## src/rtl/shared_resource_port.sv

```systemverilog
// Shared-resource output port: forwards the granted client's burst onto one
// registered resource bus, locking ownership for the whole burst.
module shared_resource_port #(
    parameter int unsigned N         = 8,
    parameter int unsigned DW        = 32,
    parameter int unsigned MAX_BURST = 16,
    localparam int unsigned OW       = (N > 1) ? $clog2(N) : 1
) (
    input  logic            clk,
    input  logic            rst_n,
    input  logic [N-1:0]    grant,
    input  logic [N-1:0]    cmd_valid,
    input  logic [N*DW-1:0] cmd_data,
    input  logic [N-1:0]    cmd_last,
    output logic [N-1:0]    cmd_ready,
    output logic            res_valid,
    output logic [DW-1:0]   res_data,
    output logic            res_last,
    output logic [OW-1:0]   res_owner,
    input  logic            res_ready,
    output logic [N-1:0]    done,
    output logic            busy,
    output logic            trunc_err,
    output logic            grant_err
);

    localparam int unsigned CW = $clog2(MAX_BURST + 1);

    typedef enum logic {IDLE, BUSY} state_t;

    state_t          state, state_d;
    logic [OW-1:0]   owner, owner_d;
    logic [CW-1:0]   beat_cnt, beat_cnt_d;

    logic [OW-1:0]   grant_idx;
    logic            grant_onehot;
    logic [OW-1:0]   sel;
    logic            sel_ok, space, acc, eff_last;
    logic            sel_valid, sel_last;
    logic [DW-1:0]   sel_data;

    logic            res_valid_d, res_last_d, trunc_err_d, grant_err_d;
    logic [DW-1:0]   res_data_d;
    logic [OW-1:0]   res_owner_d;
    logic [N-1:0]    done_d;

    // Grant encoder and one-hot qualification
    always_comb begin
        grant_idx = '0;
        for (int i = 0; i < N; i++) begin
            if (grant[i]) grant_idx = OW'(i);
        end
        grant_onehot = (grant != '0) && ((grant & (grant - N'(1))) == '0);
    end

    // Next-state, ready generation and output-stage update
    always_comb begin
        state_d     = state;
        owner_d     = owner;
        beat_cnt_d  = beat_cnt;
        res_valid_d = res_valid;
        res_data_d  = res_data;
        res_last_d  = res_last;
        res_owner_d = res_owner;
        done_d      = '0;
        trunc_err_d = 1'b0;
        grant_err_d = 1'b0;
        cmd_ready   = '0;
        sel_valid   = 1'b0;
        sel_last    = 1'b0;
        sel_data    = '0;

        sel    = (state == BUSY) ? owner : grant_idx;
        sel_ok = (state == BUSY) || grant_onehot;
        space  = !res_valid || res_ready;

        for (int i = 0; i < N; i++) begin
            if (OW'(i) == sel) begin
                cmd_ready[i] = sel_ok && space && rst_n;
                sel_valid    = cmd_valid[i];
                sel_last     = cmd_last[i];
                sel_data     = cmd_data[i*DW +: DW];
            end
        end

        acc      = sel_valid && sel_ok && space && rst_n;
        eff_last = sel_last || (beat_cnt == CW'(MAX_BURST - 1));

        if (acc) begin
            res_valid_d = 1'b1;
            res_data_d  = sel_data;
            res_owner_d = sel;
            res_last_d  = eff_last;
            if (eff_last) begin
                done_d      = N'(1) << sel;
                trunc_err_d = !sel_last;
                state_d     = IDLE;
                beat_cnt_d  = '0;
            end else begin
                state_d = BUSY;
                if (state == IDLE) begin
                    owner_d    = sel;
                    beat_cnt_d = CW'(1);
                end else begin
                    beat_cnt_d = beat_cnt + CW'(1);
                end
            end
        end else if (res_valid && res_ready) begin
            res_valid_d = 1'b0;
            res_last_d  = 1'b0;
        end

        if ((state == IDLE) && (grant != '0) && !grant_onehot) grant_err_d = 1'b1;
    end

    // State and output registers
    always_ff @(posedge clk or negedge rst_n) begin
        if (!rst_n) begin
            state     <= IDLE;
            owner     <= '0;
            beat_cnt  <= '0;
            res_valid <= 1'b0;
            res_data  <= '0;
            res_last  <= 1'b0;
            res_owner <= '0;
            done      <= '0;
            busy      <= 1'b0;
            trunc_err <= 1'b0;
            grant_err <= 1'b0;
        end else begin
            state     <= state_d;
            owner     <= owner_d;
            beat_cnt  <= beat_cnt_d;
            res_valid <= res_valid_d;
            res_data  <= res_data_d;
            res_last  <= res_last_d;
            res_owner <= res_owner_d;
            done      <= done_d;
            busy      <= (state_d == BUSY);
            trunc_err <= trunc_err_d;
            grant_err <= grant_err_d;
        end
    end

endmodule

```

## config.mk

```make
export PLATFORM = sky130hd
export DESIGN_NAME = shared_resource_port
export DESIGN_NICKNAME = d
export VERILOG_FILES = /design/src/rtl/shared_resource_port.sv
export SDC_FILE = /design/constraint.sdc
export NUM_CORES = 1
export LEC_CHECK = 0
export CELL_PAD_IN_SITES_DETAIL_PLACEMENT = 2
export CELL_PAD_IN_SITES_GLOBAL_PLACEMENT = 2
export CORE_MARGIN = 2
export CORE_UTILIZATION = 18
export DETAILED_ROUTE_END_ITERATION = 10
export PLACE_DENSITY_LB_ADDON = 0.15
export SLEW_MARGIN = 30
export SYNTH_ARGS = -nofsm -noshare
export SYNTH_HDL_FRONTEND = slang
export SYNTH_SLANG_ARGS = --single-unit
export TNS_END_PERCENT = 5
```

## constraint.sdc

```tcl
create_clock -name clk -period 5.4 [get_ports clk]
set_input_delay 1.62 -clock clk [delete_from_list [all_inputs] [get_ports clk]]
set_output_delay 1.62 -clock clk [all_outputs]
set_load 0.01 [all_outputs]
```

==> flow_summary.yaml, run 1 <==
yosys:
  async_flop_share_pct: 100.0
  synthCells: 570
  synth_cell_types: 78
  syn-mean-instance-area_um2: 8.339
  synth.most_common_cell: "nand2_1"
  seq_area_frac_synth_pct: 29.48
  yosysTopAreaCell: "dfrtp_1"
  syn_nets: 855
  yosysTopAreaCellShare_pct: 29.48
  synth_edf_count: 0
  synthTopCellsByCount: "nand2_1, dfrtp_1, nor2_1"
  synth_ff_type: "dfrtp_1"
  synth.ff_latch_count: 56
  ys_top_cells_by_area: "dfrtp_1, nand2_1, a221o_1"
  yosys_warnings: 0
  syn_area_um2: 4753
route:
  detail_route.wl_per_cell_um: 24.58
  first_pass_iters: 5
  via_per_inst: 5.143
  drc_errors: 0
  drt-total-wl_um: 30800
  antenna_left: 0
  vias: 6444
  first_iter_violations: 296
cts:
  h-tree-depth: 2
  cts_buffers: 5
  tritoncts: "done"
  clockRootBuffer: "clkbuf_16"
  cts_num_sinks: 56
  path_clk_slew_ns: 0.09
  worstSkewPairLatency_ns: 0.31
  clock_path_buffers: 2
finish:
  multi_input_area_um2: 3108
  syn2layout_area_growth_pct: 88.42
  drive_gt1_share_pct: 12.76
  fillers: 2897
  final_nets: 1201
  fin_util_pct: 34.47
  fin_cells: 1253
  regArea_um2: 1401
grt:
  grt_max_degree: 57
  grt_overflow: 0
  grt_pass1_wl_um: 46830
  grt_usage_pct: 21.76
  grt_pass1_vias: 7449
  antenna_found_initial: 1
setup_path:
  endpoint_kind: "output port"
  cp.required_ns: 3.78
  crit_type: "input port to output port"
  start_kind: "input port"
  worstPathMaxFanout: 7
  arrival_ns: 3.68
die:
  dieWidth_um: 166.5
  die-height_um: 166.5
  start_util_pct: 18.29
  dieArea_um2: 27720
  core_um2: 25980
  ioPinCount: 339
  num_rows: 59
power_and_ir_drop:
  pwr-share-seq_pct: 19.1
  p_total_mw: 3.688
  power_switching_mw: 1.748
  pwr-share-clk_pct: 11.2
  ir_worst_vdd_mv: 0.1712
  power.internal_mw: 1.940
  combPwrFrac_pct: 69.8
  cellLeakagePower_nw: 3.505
  swShare_pct: 47.40
  power_density_nw_per_um2: 411.8
sta:
  setup_viol: 0
  setup_ws_ns: 0.09532
  rsz0062_at_grt: "no"
  setup_tns_ns: 0
  finClkSkew_ns: 0.01077
  hold_violations: 0
  period_minus_slack_ns: 5.305
  post-route-period-util_pct: 98.23
  final_max_slew_viol_count: 0
  fmax_mhz: 188.5
  slew_headroom_pct: 43.72
  tightest_slew_ns: 0.8441
place:
  dp.cells: 1242
  place_congestion: 0.8626
  dp_slack_ns: -0.5105
  portBuffers: 338
  hpwl_um: 24270
min_path:
  hp-class: "register to register"
flow_run:
  maxCapViolCount: 0
outcome:
  outcome: "finished clean"
[metrics by stage]
stage | area, um2 | hold slack [ns]
after CTS | 8939 | 0.5081
after floorplan | 4753 | 0.4632
after detailed placement | 8731 | 0.4878
after global placement | 8731 | 0.4720
final | 8956 | 0.5061
after global routing | 8956 | 0.5306
[what timing repair did]
action,4_1_cts,5_1_grt
pin swaps,5,3
resized for setup,23,8
setup endpoints to repair,8,7
cloned,0,0
hold buffers,0,0
buffers inserted,1,1
endpoints found under the hold margin,0,0
[state kept, by name, summed over array words and instances (netlist names)]
name       cells
done           8
grant_err      1
res_valid      1
res_owner      3
res_last       1
trunc_err      1
res_data      32
owner          3
state          1
beat_cnt       5
[kinds of logic after synthesis]
| logic type | share of synthesized area, % |
|---|---|
| AOI/OAI and AO/OA | 37.19 |
| xor gates and xnor gates | 0.1843 |
| adders and majority gates | 0.7370 |
| buffers and inverters | 6.554 |
| DFF | 29.48 |
| muxes | 3.501 |
| and+or+nand+nor | 22.35 |
[metal layers]
| metal | part of all wire, % | up-vias | GRT usage (%) | wire, um |
|---|---|---|---|---|
| li1 | - | 2963 | - | - |
| met1 | 40 | 3182 | 25.19 | 12300 |
| met2 | 52 | 266 | 40.26 | 15940 |
| met3 | 6.0 | 33 | 5.062 | 1849 |
| met4 | 2.3 | 0 | 5.397 | 700 |
| met5 | 0 | - | 0 | 0 |
[layout by cell type (no fill, tap or decap), types with 3 or more instances in the layout]
cell / n
o22ai_1: 26
a41oi_1: 5
o2bb2ai_1: 6
inv_1: 5
mux2i_1: 8
nand2_1: 79
dfrtp_1: 56
nor3_1: 16
nor2_2: 3
dlygate4sd2_1: 6
a32o_1: 3
a221o_1: 26
o21ai_0: 23
clkdlybuf4s50_1: 324
buf_4: 59
nand2b_1: 7
nand4_1: 3
a221oi_1: 6
a21oi_1: 9
nand3_1: 5
a2bb2oi_1: 3
a31oi_1: 11
a222oi_1: 24
clkbuf_16: 5
o21ai_2: 3
o21ai_1: 6
a22o_1: 25
nor4_1: 31
nor2_1: 49
[worst max-delay path, cell delays in order]
cell and delay, ns:
clkdlybuf4s50_1 0.57, nand2b_1 0.15, a2111oi_4 0.40, o22ai_2 0.16, a21o_4 0.27, buf_4 0.15
nor2_1 0.11, clkdlybuf4s15_2 0.24
[worst paths after layout]
check / cells past startpoint / start / slack (ns) / to
min reg2reg: 1 / res_owner[2] / 0.51 / res_owner[2]
min: 1 / res_owner[2] / 0.51 / res_owner[2]
max in group asynchronous: 2 / rst_n / 3.33 / res_data[4]
max: 8 / grant[6] / 0.1 / cmd_ready[7]
min in group asynchronous: 2 / rst_n / 1.48 / grant_err
max reg2reg: 10 / state / 1.75 / owner[2]
[power groups by stage]
stage          clock [mW]  combinational (mW)  sequential [mW]
3_5_place_dp            0                2.60            0.708
3_3_place_gp            0                2.55            0.701
6_report            0.412                2.57            0.703
4_1_cts             0.426                2.62            0.703
5_1_grt             0.441                2.81            0.726
2_1_floorplan           0                1.34            0.742
[layout make-up]
cell class              instances  area share [%]
well taps                     335           4.680
repair buffers                397           42.72
inverters                       7          0.2934
flip-flops and latches         56           15.65
clock inverters                 3          0.5309
clock buffers                   5           1.397
multi-input cells             449           34.70
diodes                          1         0.02794
Power figures use the tool's default switching activity.
==> run 2: changes to the inputs <==
--- a/config.mk
+++ b/config.mk
@@ -11,8 +11,9 @@
 export CORE_UTILIZATION = 18
 export DETAILED_ROUTE_END_ITERATION = 10
 export PLACE_DENSITY_LB_ADDON = 0.15
+export SKIP_CTS_REPAIR_TIMING = 1
 export SLEW_MARGIN = 30
 export SYNTH_ARGS = -nofsm -noshare
 export SYNTH_HDL_FRONTEND = slang
 export SYNTH_SLANG_ARGS = --single-unit
-export TNS_END_PERCENT = 5
+export TNS_END_PERCENT = 10
==> constraint.sdc (replaced) <==
create_clock -name clk -period 5.4 [get_ports clk]
set_input_delay 1.62 -clock clk [delete_from_list [all_inputs] [get_ports clk]]
set_output_delay 1.62 -clock clk [all_outputs]
set_load 0.05 [all_outputs]
==> flow_summary.yaml, run 2 (synthesis gave the netlist of run 1 again) <==
finish:
  reg_top3: "res_data x32, done x8, beat_cnt x5"
  final_nets: 1188
  drive_gt1_share_pct: 12.28
  largest_reg_flops: 32
  syn2layout_area_growth_pct: 87.68
  largest-register: "res_data"
  final_cell_mix: "clkdlybuf4s50_1, nand2_1, dfrtp_1"
  final_common_cell: "clkdlybuf4s50_1"
  fin_cells: 1240
die:
  num_rows: 59
  core_um2: 25980
  start_util_pct: 18.29
  ioPinCount: 339
  dieArea_um2: 27720
  dieWidth_um: 166.5
  die-height_um: 166.5
route:
  first_iter_violations: 292
  vias: 6460
  via_per_inst: 5.210
  antenna_left: 0
  first_pass_iters: 6
  detail_route.wl_per_cell_um: 25.46
  drt-total-wl_um: 31570
  drc_errors: 0
sta:
  final_max_slew_viol_count: 0
  hold_ws_ns: 0.5109
  rsz0062_at_grt: "no"
  setup_tns_ns: 0
  slew_headroom_pct: 45.87
  post-route-period-util_pct: 97.26
  setup_viol: 0
  fmax_mhz: 190.4
  tightest_slew_ns: 0.8120
  period_minus_slack_ns: 5.252
  finClkSkew_ns: 0.007409
  hold_violations: 0
  setup_ws_ns: 0.1480
cts:
  clock_path_buffers: 2
  clockRootBuffer: "clkbuf_16"
  cts_buffers: 5
  tritoncts: "done"
  worstSkewPairLatency_ns: 0.31
  path_clk_slew_ns: 0.08
  cts_num_sinks: 56
  h-tree-depth: 2
power_and_ir_drop:
  combPwrFrac_pct: 73.5
  pwr-share-clk_pct: 8.7
  cellLeakagePower_nw: 3.462
  power.internal_mw: 1.889
  power_switching_mw: 2.200
  swShare_pct: 53.80
  power_density_nw_per_um2: 458.3
  pwr-share-seq_pct: 17.8
  ir_worst_vdd_mv: 0.1745
grt:
  grt_pass1_wl_um: 47340
  grt_overflow: 0
  grt_pass1_vias: 7605
  grt_max_degree: 57
  antenna_found_initial: 2
  grt_usage_pct: 22.06
setup_path:
  worstPathMaxFanout: 6
  arrival_ns: 3.63
  endpoint_kind: "output port"
  start_kind: "input port"
  crit_type: "input port to output port"
  cp.required_ns: 3.78
place:
  place_congestion: 0.8462
  dp_slack_ns: -0.1561
  dp.cells: 1230
  hpwl_um: 24840
  portBuffers: 338
flow_run:
  maxCapViolCount: 0
min_path:
  hp-class: "register to register"
outcome:
  outcome: "finished clean"
## run 2: critical path, stage by stage
cell and delay (ns):
clkdlybuf4s50_1 0.56, and2b_1 0.26, a211o_2 0.42, a211o_1 0.38, nor2_1 0.21, buf_12 0.17
## run 2: layout make-up
| cell class | instances | area [um2] |
|---|---|---|
| clock inverter | 3 | 22.52 |
| inverter | 7 | 26.28 |
| fill | 2896 | 17060 |
| antenna | 1 | 2.502 |
| tap | 335 | 419.2 |
| multi-input combinational | 450 | 3134 |
| timing repair buffer | 383 | 3789 |
| sequential | 56 | 1403 |
| clock buffer | 5 | 125.1 |
## run 2: worst paths after layout
path                                 to          from  cells past startpoint  slack, ns
max                        cmd_ready[5]      grant[4]                      6       0.15
min                        res_owner[2]  res_owner[2]                      1       0.51
max reg2reg                 beat_cnt[2]         state                      9       1.69
min reg2reg                res_owner[2]  res_owner[2]                      1       0.51
max in group asynchronous         state         rst_n                      2       3.33
min in group asynchronous     grant_err         rst_n                      2       1.49
## run 2: power by group through the flow
stage | clock [mW] | combinational (mW) | sequential, mW
2_1_floorplan | 0 | 1.35 | 1.16
3_3_place_gp | 0 | 2.95 | 0.720
3_5_place_dp | 0 | 3.01 | 0.731
4_1_cts | 0.372 | 3.03 | 0.727
5_1_grt | 0.390 | 3.23 | 0.750
6_report | 0.358 | 3.00 | 0.726
## run 2: routing by layer
metal	up-vias	GRT usage, %	wire length, um
met3	32	4.444	1651
met1	3248	25.08	12420
met4	2	5.397	721
met5	-	0	13
met2	239	41.92	16760
li1	2939	-	-
## run 2: stage by stage
| step | total power [mW] | utilization (%) | instance area (um2) |
|---|---|---|---|
| 2_1_floorplan | 2.519 | - | 4753 |
| 3_3_place_gp | 3.669 | 33.42 | 8683 |
| 3_5_place_dp | 3.743 | 33.42 | 8683 |
| 4_1_cts | 4.126 | 33.99 | 8831 |
| 5_1_grt | 4.367 | 34.33 | 8921 |
| 6_report | 4.089 | 34.33 | 8921 |
